File: src/rtl/controle_minigames_if.sv
// Minigame sequencer bus: buttons/status into the sequencer,
// mux select, pulses and state code out of it.
interface controle_minigames_if;
  logic       iniciar;
  logic       confirmar;
  logic       sair;
  logic [1:0] selecao;
  logic       pronto;
  logic [1:0] minigame;
  logic       reset_jogo;
  logic [2:0] iniciar_jogo;
  logic [3:0] estado_inicial;
  logic [3:0] jogos_concluidos;

  modport master (
    output iniciar, confirmar, sair, selecao, pronto,
    input  minigame, reset_jogo, iniciar_jogo,
    input  estado_inicial, jogos_concluidos
  );

  modport slave (
    input  iniciar, confirmar, sair, selecao, pronto,
    output minigame, reset_jogo, iniciar_jogo,
    output estado_inicial, jogos_concluidos
  );
endinterface

File: src/rtl/controle_minigames.sv
// Minigame subsystem sequencer: menu, game select, start/reset pulses.
// Define MODO_ALEATORIO_EN for LFSR random pick on selecao=11.
module controle_minigames #(
  parameter int unsigned TEMPO_RESULTADO = 5000
) (
  input  logic                 clock,
  input  logic                 reset,
  controle_minigames_if.slave  bus
);

  localparam int CW = $clog2(TEMPO_RESULTADO + 1);

  typedef enum logic [3:0] {
    INICIAL = 4'd0,
    MENU    = 4'd1,
    PREPARA = 4'd2,
    INICIA  = 4'd3,
    JOGANDO = 4'd4,
    FIM     = 4'd5,
    ABORTA  = 4'd6
  } estado_t;

  estado_t est_q, est_d;
  logic [1:0]    sel_q, sel_d;
  logic [CW-1:0] cnt_q, cnt_d;
  logic [3:0]    jogos_q, jogos_d;
  logic [1:0]    mg_q, mg_d;
  logic          rj_q, rj_d;
  logic [2:0]    ij_q, ij_d;

  logic ini_q, conf_q, sair_q, arm_q;
  logic ini_ed, conf_ed, sair_ed;

  // arm_q masks the first cycle after reset so held buttons never edge
  assign ini_ed  = bus.iniciar   & ~ini_q  & arm_q;
  assign conf_ed = bus.confirmar & ~conf_q & arm_q;
  assign sair_ed = bus.sair      & ~sair_q & arm_q;

`ifdef MODO_ALEATORIO_EN
  logic [7:0] lfsr_q;
  logic [1:0] rnd;

  always_ff @(posedge clock) begin
    if (reset) begin
      lfsr_q <= 8'h01;
    end else begin
      lfsr_q <= {lfsr_q[6:0],
                 lfsr_q[7] ^ lfsr_q[5] ^ lfsr_q[4] ^ lfsr_q[3]};
    end
  end

  assign rnd = (lfsr_q[1:0] == 2'b11) ? 2'b00 : lfsr_q[1:0];
`endif

  always_comb begin
    est_d   = est_q;
    sel_d   = sel_q;
    cnt_d   = '0;
    jogos_d = jogos_q;
    unique case (est_q)
      INICIAL: begin
        if (ini_ed) est_d = MENU;
      end
      MENU: begin
        if (conf_ed) begin
          if (bus.selecao != 2'b11) begin
            sel_d = bus.selecao;
            est_d = PREPARA;
          end
`ifdef MODO_ALEATORIO_EN
          else begin
            sel_d = rnd;
            est_d = PREPARA;
          end
`endif
        end
      end
      PREPARA: est_d = INICIA;
      INICIA:  est_d = JOGANDO;
      JOGANDO: begin
        if (bus.pronto) begin
          est_d = FIM;
          if (jogos_q != 4'hF) jogos_d = jogos_q + 4'd1;
        end else if (sair_ed) begin
          est_d = ABORTA;
        end
      end
      FIM: begin
        if (conf_ed || cnt_q == CW'(TEMPO_RESULTADO - 1))
          est_d = MENU;
        else
          cnt_d = cnt_q + CW'(1);
      end
      ABORTA:  est_d = MENU;
      default: est_d = INICIAL;
    endcase

    // outputs decoded from the next state, then registered
    mg_d = 2'b11;
    rj_d = 1'b0;
    ij_d = 3'b000;
    unique case (est_d)
      PREPARA: begin
        mg_d = sel_d;
        rj_d = 1'b1;
      end
      INICIA: begin
        mg_d = sel_d;
        ij_d = 3'b001 << sel_d;
      end
      JOGANDO, FIM: mg_d = sel_d;
      ABORTA: begin
        mg_d = sel_d;
        rj_d = 1'b1;
      end
      default: mg_d = 2'b11;
    endcase
  end

  always_ff @(posedge clock) begin
    if (reset) begin
      est_q   <= INICIAL;
      sel_q   <= 2'b00;
      cnt_q   <= '0;
      jogos_q <= 4'd0;
      mg_q    <= 2'b11;
      rj_q    <= 1'b0;
      ij_q    <= 3'b000;
      ini_q   <= 1'b0;
      conf_q  <= 1'b0;
      sair_q  <= 1'b0;
      arm_q   <= 1'b0;
    end else begin
      est_q   <= est_d;
      sel_q   <= sel_d;
      cnt_q   <= cnt_d;
      jogos_q <= jogos_d;
      mg_q    <= mg_d;
      rj_q    <= rj_d;
      ij_q    <= ij_d;
      ini_q   <= bus.iniciar;
      conf_q  <= bus.confirmar;
      sair_q  <= bus.sair;
      arm_q   <= 1'b1;
    end
  end

  assign bus.minigame         = mg_q;
  assign bus.reset_jogo       = rj_q;
  assign bus.iniciar_jogo     = ij_q;
  assign bus.estado_inicial   = est_q;
  assign bus.jogos_concluidos = jogos_q;

endmodule

File: src/flat_wrapper.sv
// flat-port wrapper written by rule: the top's interface ports become plain ports
module controle_minigames_flat 
#(
  parameter int unsigned TEMPO_RESULTADO = 5000
)
  (clock, reset, bus_iniciar, bus_confirmar, bus_sair, bus_selecao, bus_pronto, bus_minigame, bus_reset_jogo, bus_iniciar_jogo, bus_estado_inicial, bus_jogos_concluidos);
  controle_minigames_if bus_i ();
  input  logic clock;
  input  logic reset;
  input wire logic [$bits(bus_i.iniciar)-1:0] bus_iniciar;
  input wire logic [$bits(bus_i.confirmar)-1:0] bus_confirmar;
  input wire logic [$bits(bus_i.sair)-1:0] bus_sair;
  input wire logic [$bits(bus_i.selecao)-1:0] bus_selecao;
  input wire logic [$bits(bus_i.pronto)-1:0] bus_pronto;
  output wire logic [$bits(bus_i.minigame)-1:0] bus_minigame;
  output wire logic [$bits(bus_i.reset_jogo)-1:0] bus_reset_jogo;
  output wire logic [$bits(bus_i.iniciar_jogo)-1:0] bus_iniciar_jogo;
  output wire logic [$bits(bus_i.estado_inicial)-1:0] bus_estado_inicial;
  output wire logic [$bits(bus_i.jogos_concluidos)-1:0] bus_jogos_concluidos;
  assign bus_i.iniciar = bus_iniciar;
  assign bus_i.confirmar = bus_confirmar;
  assign bus_i.sair = bus_sair;
  assign bus_i.selecao = bus_selecao;
  assign bus_i.pronto = bus_pronto;
  assign bus_minigame = bus_i.minigame;
  assign bus_reset_jogo = bus_i.reset_jogo;
  assign bus_iniciar_jogo = bus_i.iniciar_jogo;
  assign bus_estado_inicial = bus_i.estado_inicial;
  assign bus_jogos_concluidos = bus_i.jogos_concluidos;
  controle_minigames #(.TEMPO_RESULTADO(TEMPO_RESULTADO)) u_core (.clock(clock), .reset(reset), .bus(bus_i));
endmodule
File: config.mk
export PLATFORM = sky130hd
export DESIGN_NAME = controle_minigames_flat
export DESIGN_NICKNAME = d
export VERILOG_FILES = /design/src/rtl/controle_minigames_if.sv /design/src/rtl/controle_minigames.sv /design/src/flat_wrapper.sv
export SDC_FILE = /design/constraint.sdc
export NUM_CORES = 1
export LEC_CHECK = 0
export CAP_MARGIN = 10
export CORE_MARGIN = 2
export CORE_UTILIZATION = 45
export DETAILED_ROUTE_END_ITERATION = 7
export GPL_TIMING_DRIVEN = 0
export PLACE_DENSITY = 0.72
export SYNTH_ARGS = -nofsm -noshare
export SYNTH_HDL_FRONTEND = slang
export SYNTH_SLANG_ARGS = --single-unit
export TNS_END_PERCENT = 10
File: constraint.sdc
create_clock -name clock -period 1.5 [get_ports clock]
set_clock_uncertainty 0.1 [all_clocks]
set_input_delay 0.375 -clock clock [delete_from_list [all_inputs] [get_ports clock]]
set_output_delay 0.375 -clock clock [all_outputs]
set_load 0.02 [all_outputs]
==> qor.csv <==
metric;value;unit
DR WL/cell;13.40;um
Min Hold Slack;358.0;ps
CTS Hold Bufs;0;
Via density;5.346;
gr usage total;17.31;%
Final period util;115.3;%
Crit Path Class;reg2reg;
Cell Rows;20;
CTS buffer count;5;
failing checks;setup timing;
Worst Slack Setup Final;-230.1;ps
Slew Limit Fails;0;
Placeable Area;0.002978;mm^2
Worst EP arrival;1870;ps
first-pass GRT wire length;4.533;mm
CTS tree;yes;
Max clock buf depth;2;
Yosys top cell by area;dfxtp_1;
most numerous cell in the Yosys netlist;dfxtp_1;
vias in the first global route;1074;
Residual DRC;0;
commonest cells in the netlist;33 x dfxtp_1, 24 x nor2_1, 9 x xnor2_1;
WP data required;1640;ps
busiest grt layer;met2;
clk_lat worst skew;330;ps
Pwr per Cell Area;834.4;mW/mm^2
largest net degree at the start of global routing;11;
DRT Wirelength;2.828;mm
Max-Cap Viols;0;
Synth area leaders;dfxtp_1 48%, nor2_1 6.6%, xnor2_1 5.8%;
H-tree depth;2;
initial antenna violation count;0;
Starting Density;46.01;%
I/O Pins;22;
Clock Sink Count;33;
Remaining Overflow, GRT;0;
final net count;187;
syn nets;154;
met3 usage;6.114;%
critical path capture point type;flop;
crit path launch type;flop;
synthesized flop and latch total;33;
Post-synth EDFFs;0;
port bufs;21;
Main synth FF type;dfxtp_1;
placed instance count;198;
layout cells sized above 1;28.09;%
Detailed Routing Iterations Pass 1;4;
Max VDD drop;423.2;uV
Peak Freq;578.0;MHz
status;finished with violations;
Root Buffer;clkbuf_4;
chip height;59.18;um
Clock Pin Slew Worst Setup and Hold Paths;100;ps
worst min-delay path category;reg2reg;
die area;0.003502;mm^2
HPWL Detailed;1.824;mm
synth warn;0;
antenna-violating nets left;0;
final hold vios;0;
Syn Area/Cell;9.514;um^2
Multi-input gate area;724.4;um^2
FILL cells;260;
library cells used by synthesis;42;
M2 GR Usage;28.41;%
cells after synthesis;144;
register area share after synthesis;48.22;%
Layout area overhead;32.33;%
Antenna diodes;0;
P_leak;0.6592;nW
Setup Total Neg Slack;-3805;ps
top cell type's share of synthesized area;48.22;%
Final Instance Count excl. Fillers;211;
crit-path max FO;9;
register area;683.2;um^2
# setup viols final;23;
mapped cell area;0.001370;mm^2
r2r setup slk;-230;ps
initial DRC count;42;
GR met1 Demand/Resource;19.70;%
RePlAce Congestion;0.8260;
ys async rst share;0;%
RSZ-0062 raised after global routing;true;
post-route minimum period;1730;ps
die width;59.18;um
Via Count;1128;
==> flip-flops by register name (all words and copies together) (netlist names), 2 cells and up <==
| signal | flops |
|---|---|
| u_core.bus.estado_inicial | 4 |
| u_core.bus.iniciar_jogo | 3 |
| u_core.bus.jogos_concluidos | 4 |
| u_core.bus.minigame | 2 |
| u_core.cnt_q | 13 |
| u_core.sel_q | 2 |
==> cell families after synthesis <==
group	after synthesis	share of synthesized area [%]
adders and majority gates	2	1.826
buffers and inverters	9	3.287
muxes	1	0.7306
and+or+nand+nor	72	30.96
AOI/OAI and AO/OA	12	5.754
DFF	33	48.22
xor gates and xnor gates	14	8.950
other	1	0.2737
==> critical path: stages (launching register included) <==
cell and delay [ps]:
dfxtp_4 360, buf_6 120, nand4b_1 190, or4_4 480, a21o_4 240, and3b_1 150
==> final cells by class <==
class	instances	share of cell area, %
clock inverters	1	0.2761
repair buffers	26	13.53
flip-flops and latches	33	37.68
multi-input cells	102	39.96
clock buffers	7	3.589
plain buffers	3	1.449
well taps	33	2.277
inverters	6	1.242
==> layer usage <==
metal | vias up | wire [um]
met2 | 33 | 1403
met5 | - | 0
met4 | 0 | 45
li1 | 568 | -
met1 | 521 | 1246
met3 | 6 | 133
==> through the flow <==
step / worst slack [ps] / util [%] / instance area [um^2] / power (mW)
5_1_grt: -279.5 / 60.88 / 1813 / 1.588
3_3_place_gp: -671.6 / 54.79 / 1632 / 0.9668
2_1_floorplan: -152.7 / - / 1380 / 0.9333
3_5_place_dp: -698.5 / 54.79 / 1632 / 0.9678
4_1_cts: -220.0 / 58.03 / 1728 / 1.520
6_report: -230.1 / 60.88 / 1813 / 1.513
==> power breakdown <==
part           internal, mW  switching [mW]
registers             0.879         0.00879
clock network         0.271           0.296
logic                0.0298          0.0276
==> timing repair <==
action | in CTS | in global routing
resized for setup | 40 | 23
setup buffers | 1 | 4
endpoints found under the setup margin | 36 | 34
cloned | 0 | 0
pin swaps | 14 | 5
==> final timing paths <==
kind                                                start                                    end  depth (start not counted)
setup reg to reg  u_core.bus.estado_inicial[0]$_SDFF_PP0_  u_core.bus.iniciar_jogo[0]$_SDFF_PP0_                          5
hold / removal                 u_core.cnt_q[0]$_SDFF_PP0_             u_core.cnt_q[0]$_SDFF_PP0_                          1
setup / recovery  u_core.bus.estado_inicial[0]$_SDFF_PP0_  u_core.bus.iniciar_jogo[0]$_SDFF_PP0_                          5
hold reg to reg                u_core.cnt_q[0]$_SDFF_PP0_             u_core.cnt_q[0]$_SDFF_PP0_                          1
==> layout by cell type, fill, tap and decap left out, types with 3 or more instances in the layout <==
master / count
buf_6: 3
dfxtp_4: 3
o211ai_1: 3
xnor2_1: 9
nor3_1: 3
clkdlybuf4s15_2: 5
dfxtp_2: 9
nor2b_1: 4
dfxtp_1: 21
nor2_1: 24
buf_4: 4
clkdlybuf4s15_1: 6
nand4_1: 3
nand3_1: 7
inv_1: 6
xor2_1: 5
clkbuf_4: 5
nand2_1: 6
clkdlybuf4s50_1: 6
nor4_1: 3
Power figures use the tool's default switching activity.
